[src/rtl/reg_dump_reader.sv]
// Purpose: walks register addresses FIRST_REG..LAST_REG and streams each value with its index.
// Latency: start sampled at edge N gives the first word valid in cycle N+2; one word per 2 cycles at best.
// Backpressure: a word in SEND holds data/index stable until out_ready; abort drops it untransferred.
module reg_dump_reader #(
  parameter int FIRST_REG = 0,
  parameter int LAST_REG  = 31
) (
  input  logic        clk,
  input  logic        reset,
  input  logic        start,
  input  logic        abort,
  output logic [4:0]  readReg,
  input  logic [31:0] readData,
  output logic        out_valid,
  input  logic        out_ready,
  output logic [31:0] out_data,
  output logic [4:0]  out_index,
  output logic        busy,
  output logic        done
);

  typedef enum logic [1:0] {
    IDLE,
    FETCH,
    SEND,
    DONE
  } state_t;

  localparam logic [4:0] FIRST_PTR = 5'(FIRST_REG);
  localparam logic [4:0] LAST_PTR  = 5'(LAST_REG);

  state_t      state, stateNext;
  logic [4:0]  ptr, ptrNext;
  logic [31:0] dataNext;
  logic [4:0]  indexNext;

  // State, pointer and captured word registers; reset returns everything to zero.
  always_ff @(posedge clk) begin
    if (reset) begin
      state     <= IDLE;
      ptr       <= '0;
      out_data  <= '0;
      out_index <= '0;
    end else begin
      state     <= stateNext;
      ptr       <= ptrNext;
      out_data  <= dataNext;
      out_index <= indexNext;
    end
  end

  // Next-state logic: abort beats the handshake, and start only counts in IDLE.
  always_comb begin
    stateNext = state;
    ptrNext   = ptr;
    dataNext  = out_data;
    indexNext = out_index;
    case (state)
      IDLE: begin
        if (start) begin
          ptrNext   = FIRST_PTR;
          stateNext = FETCH;
        end
      end
      FETCH: begin
        if (abort) begin
          stateNext = IDLE;
        end else begin
          dataNext  = readData;
          indexNext = ptr;
          stateNext = SEND;
        end
      end
      SEND: begin
        if (abort) begin
          stateNext = IDLE;
        end else if (out_ready) begin
          if (ptr == LAST_PTR) begin
            stateNext = DONE;
          end else begin
            ptrNext   = ptr + 5'd1;
            stateNext = FETCH;
          end
        end
      end
      DONE: begin
        stateNext = IDLE;
      end
      default: begin
        stateNext = IDLE;
      end
    endcase
  end

  // Status outputs decode the registered state only, so no input reaches them combinationally.
  always_comb begin
    readReg   = ptr;
    out_valid = (state == SEND);
    busy      = (state != IDLE);
    done      = (state == DONE);
  end

endmodule

[config.mk]
export PLATFORM = sky130hd
export DESIGN_NAME = reg_dump_reader
export DESIGN_NICKNAME = d
export VERILOG_FILES = /design/src/rtl/reg_dump_reader.sv
export SDC_FILE = /design/constraint.sdc
export NUM_CORES = 1
export LEC_CHECK = 0
export CORE_ASPECT_RATIO = 1.1
export CORE_MARGIN = 1.5
export CORE_UTILIZATION = 40
export DETAILED_ROUTE_END_ITERATION = 10
export PLACE_DENSITY = 0.8
export SYNTH_ARGS = -nofsm -noshare
export SYNTH_HDL_FRONTEND = slang
export SYNTH_SLANG_ARGS = --single-unit
[constraint.sdc]
create_clock -name clk -period 2.17 [get_ports clk]
set_input_delay 0.5425 -clock clk [delete_from_list [all_inputs] [get_ports clk]]
set_output_delay 0.5425 -clock clk [all_outputs]
set_load 0.02 [all_outputs]
==> results.md <==
- STA classifies the critical path startpoint as a flip-flop.
- The min-delay analysis places its worst path in the category flip-flop to flip-flop.
- The final weighted congestion of routability-driven global placement is between 0.7 and 0.8.
- After clock tree synthesis, the clock-pin slew on the worst setup and hold paths is around 80 ps.
- For this block, the initial DRC count from the detailed router was 65.
- Once detailed placement completed, the half-perimeter wirelength came to about 3.1 mm.
- The number of distinct library cell variants in the gate-level netlist after synthesis is 31.
- The upper clock frequency limit is roughly 490 MHz.
- The largest area contributor in the synthesized netlist is sky130_fd_sc_hd__dfxtp_1.
- Of the total power, the share spent switching nets is 0.2351.
- The remaining global-route overflow is 0.
- The worst setup path is of the flip-flop to output port kind.
- The run finished with clean final reports.
- The mean number of vias per cell is 4.875.
- The power density over the cells is 591.1 mW/mm².
- The number of antenna cells inserted is 0.
- The final setup TNS is 0 ps.
- The root cell of the clock tree is sky130_fd_sc_hd__clkbuf_8.
- After detailed placement, the total cell area comes to approximately 0.0026 mm².
- The share of total power dissipated in sequential elements is 0.535.
- The max-capacitance violation count is 0.
- The clock period minus final worst setup slack is roughly 2000 ps.
- In this run the power spent charging and discharging nets is about 0.00037 W.
- Counting along the longest clock path gives a buffer depth of 2.
- Wires add up to approximately 4.4 mm.
- The number of warnings reported in the yosys synthesis log is 0.
- In this run the tightest slew margin relative to its limit is 0.7353.
- The data arrival time at the worst-slack endpoint is about 1500 ps.
- The share of total power in combinational logic is 0.138.
- The number of flops mapped to enable cells by yosys is 0.
- The met1 usage in global routing is 0.2247.
- The met3 track demand over resource in global routing is 0.05426.
- The clock network power share is 0.327.
- The analysis attributes to cell leakage a power of between 0.9 and 1 nW.
- The die outline width is 65.89 µm.
- The total vias in the final route is about 1700.
- After synthesis the cells add up to 0.001740 mm².
- Once layout is complete, the utilization of the core stands at 0.6552.
- In this run the most used layer during global routing was met2.
- The final number of hold-violating endpoints is 0.
- The region available for standard cell placement spans around 0.0041 mm².
- Total power for the finished layout comes to ~0.0016 W.
- The net count of the finished layout is roughly 330.
- During placement, the flow inserted port buffers numbering just over 80.
- After clock tree synthesis, the flow added hold-fix buffers numbering 0.
- The part of the Yosys area used for sequential elements is 0.5061.
- The deepest level of the CTS H-tree is 2.
- In the global route stage, met2 resource usage came out at 0.3075.
- The detailed-routing iteration count for the pre-antenna-repair pass is 4.
- The internal power component is around 0.0012 W.
- Of the available clock period, the critical path in the final layout requires 0.9384.
- The global routing usage summed across all routing layers is 0.1828.
- The number of antenna violations at the first check in global routing is 0.
- The number of clock buffers inserted by TritonCTS is 5.
- The fraction of registers with async set or reset after synthesis is 0.
- In the post-synthesis netlist, the biggest area contributors are sky130_fd_sc_hd__dfxtp_1 (51%), sky130_fd_sc_hd__nand2_1 (17%), sky130_fd_sc_hd__a21oi_1 (11%).
- The number of pins with negative max-slew slack in the final report was 0.
- The average wire per standard cell is around 13 µm.
- The first-pass GRT wire length is a little under 7 mm.
- The initialized floorplan defines 24 standard-cell rows.
- Across the VDD grid, the largest voltage drop is 0.3680 mV.
- When the netlist entered floorplanning its net count stood at about 250.
- The floorplan step defined a die boundary enclosing between 0.004 and 0.005 mm².
- The detail route stage leaves a number of antenna-violating nets equal to 0.
- A synthesized cell averages ~8.3 µm².
- The most used flip-flop cell after synthesis is sky130_fd_sc_hd__dfxtp_1.
- Of the cells placed in the final design, the portion with a size suffix greater than 1 is 0.06529.
- The clock arrives with 2.784 ps of skew.
- In the synthesized netlist, the number of instances is 209.
- The clock reaches the later pin of the worst-skew pair after 290 ps.
- The area of all placed cells without fillers is around 0.0027 mm².
- Setup repair after global routing left no endpoint under its margin.
- The area growth from synthesis to layout is 52.62%.
- The clock tree from TritonCTS is done.
- The number of top-level pins is just over 80.
- The CTS sink count is 44.
- The chip height is approximately 72 µm.
- The flop and latch count out of synthesis is 44.
- The number of global-route vias before repair came to ~1500.
- For this configuration, the core starts out at a cell density of 0.4293.
- The top cell type's share of synthesized area is 0.5061.
- For the worst setup path, the data required time is 1630 ps.
- The type of element capturing the critical path is an output port.
- In the routed design, unresolved DRC markers number 0.
- The setup violation total in the final timing report is 0.
- For the pin with the worst max-slew slack, the measured transition is between 300 and 400 ps.
- Entering global routing, the biggest net connects 38 pins.
- Of all nets on the critical path, the largest fanout is 13.
==> path summary, 6_finish.rpt <==
path	to	slack (ps)	from	cells past startpoint
worst max-delay path	busy	130	state[0]$_SDFFE_PP0P_	2
worst min-delay path	out_data[4]$_SDFFE_PP0N_	450	out_data[4]$_SDFFE_PP0N_	2
worst max register to register	readReg[2]$_SDFFE_PP0P_	240	readReg[0]$_SDFFE_PP0P_	6
worst min register to register	out_data[4]$_SDFFE_PP0N_	450	out_data[4]$_SDFFE_PP0N_	2
==> cells in the final DEF (no fill, tap or decap), types with 2 or more instances in the layout <==
cell type and instances:
sky130_fd_sc_hd__clkdlybuf4s50_1 80, sky130_fd_sc_hd__nand2_1 77, sky130_fd_sc_hd__dfxtp_1 43, sky130_fd_sc_hd__a21oi_1 39, sky130_fd_sc_hd__buf_4 7, sky130_fd_sc_hd__clkbuf_8 6
sky130_fd_sc_hd__nand3_1 5, sky130_fd_sc_hd__nand2b_1 3, sky130_fd_sc_hd__inv_1 2, sky130_fd_sc_hd__a221oi_1 2, sky130_fd_sc_hd__and4bb_1 2, sky130_fd_sc_hd__a31oi_1 2
sky130_fd_sc_hd__ha_1 2, sky130_fd_sc_hd__clkinv_2 2
==> worst max-delay path: stages, from the launching register on <==
cell                              delay [ps]
sky130_fd_sc_hd__dfxtp_2                 390
sky130_fd_sc_hd__or2_2                   280
sky130_fd_sc_hd__clkdlybuf4s50_1         540
==> power groups by stage <==
stage / logic, W / clock network [W] / registers (W)
floorplan: 0.0000773 / 0 / 0.000879
global placement: 0.000214 / 0 / 0.000859
detailed placement: 0.000216 / 0 / 0.000859
CTS: 0.000218 / 0.000535 / 0.000840
global route: 0.000233 / 0.000563 / 0.000843
finish: 0.000216 / 0.000513 / 0.000840
==> per-stage QoR <==
step	setup slack, ps	instances	hold slack (ps)
final	133.6	343	454.0
after detailed placement	108.0	335	445.5
after global routing	89.98	343	475.2
after global placement	159.9	335	440.6
after CTS	35.01	343	456.6
after floorplan	404.3	209	532.7
==> layer usage <==
layer,share of wire,wire length [µm],vias to the layer above
met5,0,0,-
met4,0.012,51,0
met3,0.082,361,6
met2,0.46,2010,59
met1,0.45,1953,751
li1,-,-,856
==> final cells by class <==
cell class | count | area (µm²)
inverter | 2 | 7.507
clock inverter | 2 | 10.01
tap | 52 | 65.06
clock buffer | 6 | 82.58
timing repair buffer | 88 | 865.8
sequential | 44 | 882.1
multi-input combinational | 149 | 743.2
fill | 352 | 1398
==> logic make-up after synthesis <==
group | count (synthesis) | share of synthesized area
AND/OR/NAND/NOR | 100 | 0.2660
AO/OA/AOI/OAI | 47 | 0.1467
flip-flops | 44 | 0.5061
buffers and inverters | 16 | 0.06686
adder cells (fa/ha/maj) | 2 | 0.01438
==> cell usage after synthesis, drive strengths merged (2+ instances only) <==
master and n:
nand2 77, dfxtp 44, a21oi 39, buf 9
clkbuf 5, nand3 5, nand2b 4, a221oi 2
a31oi 2, and4bb 2, ha 2, inv 2
==> sequential cells by signal (all words and copies together) (netlist names) <==
signal and cells:
out_index 5, state 2, readReg 5, out_data 32
==> what timing repair did <==
action,CTS,global route
resized for setup,1,1
setup buffers,0,0
endpoints found under the setup margin,3,1
Note: power is estimated with default switching activity, not from simulation.
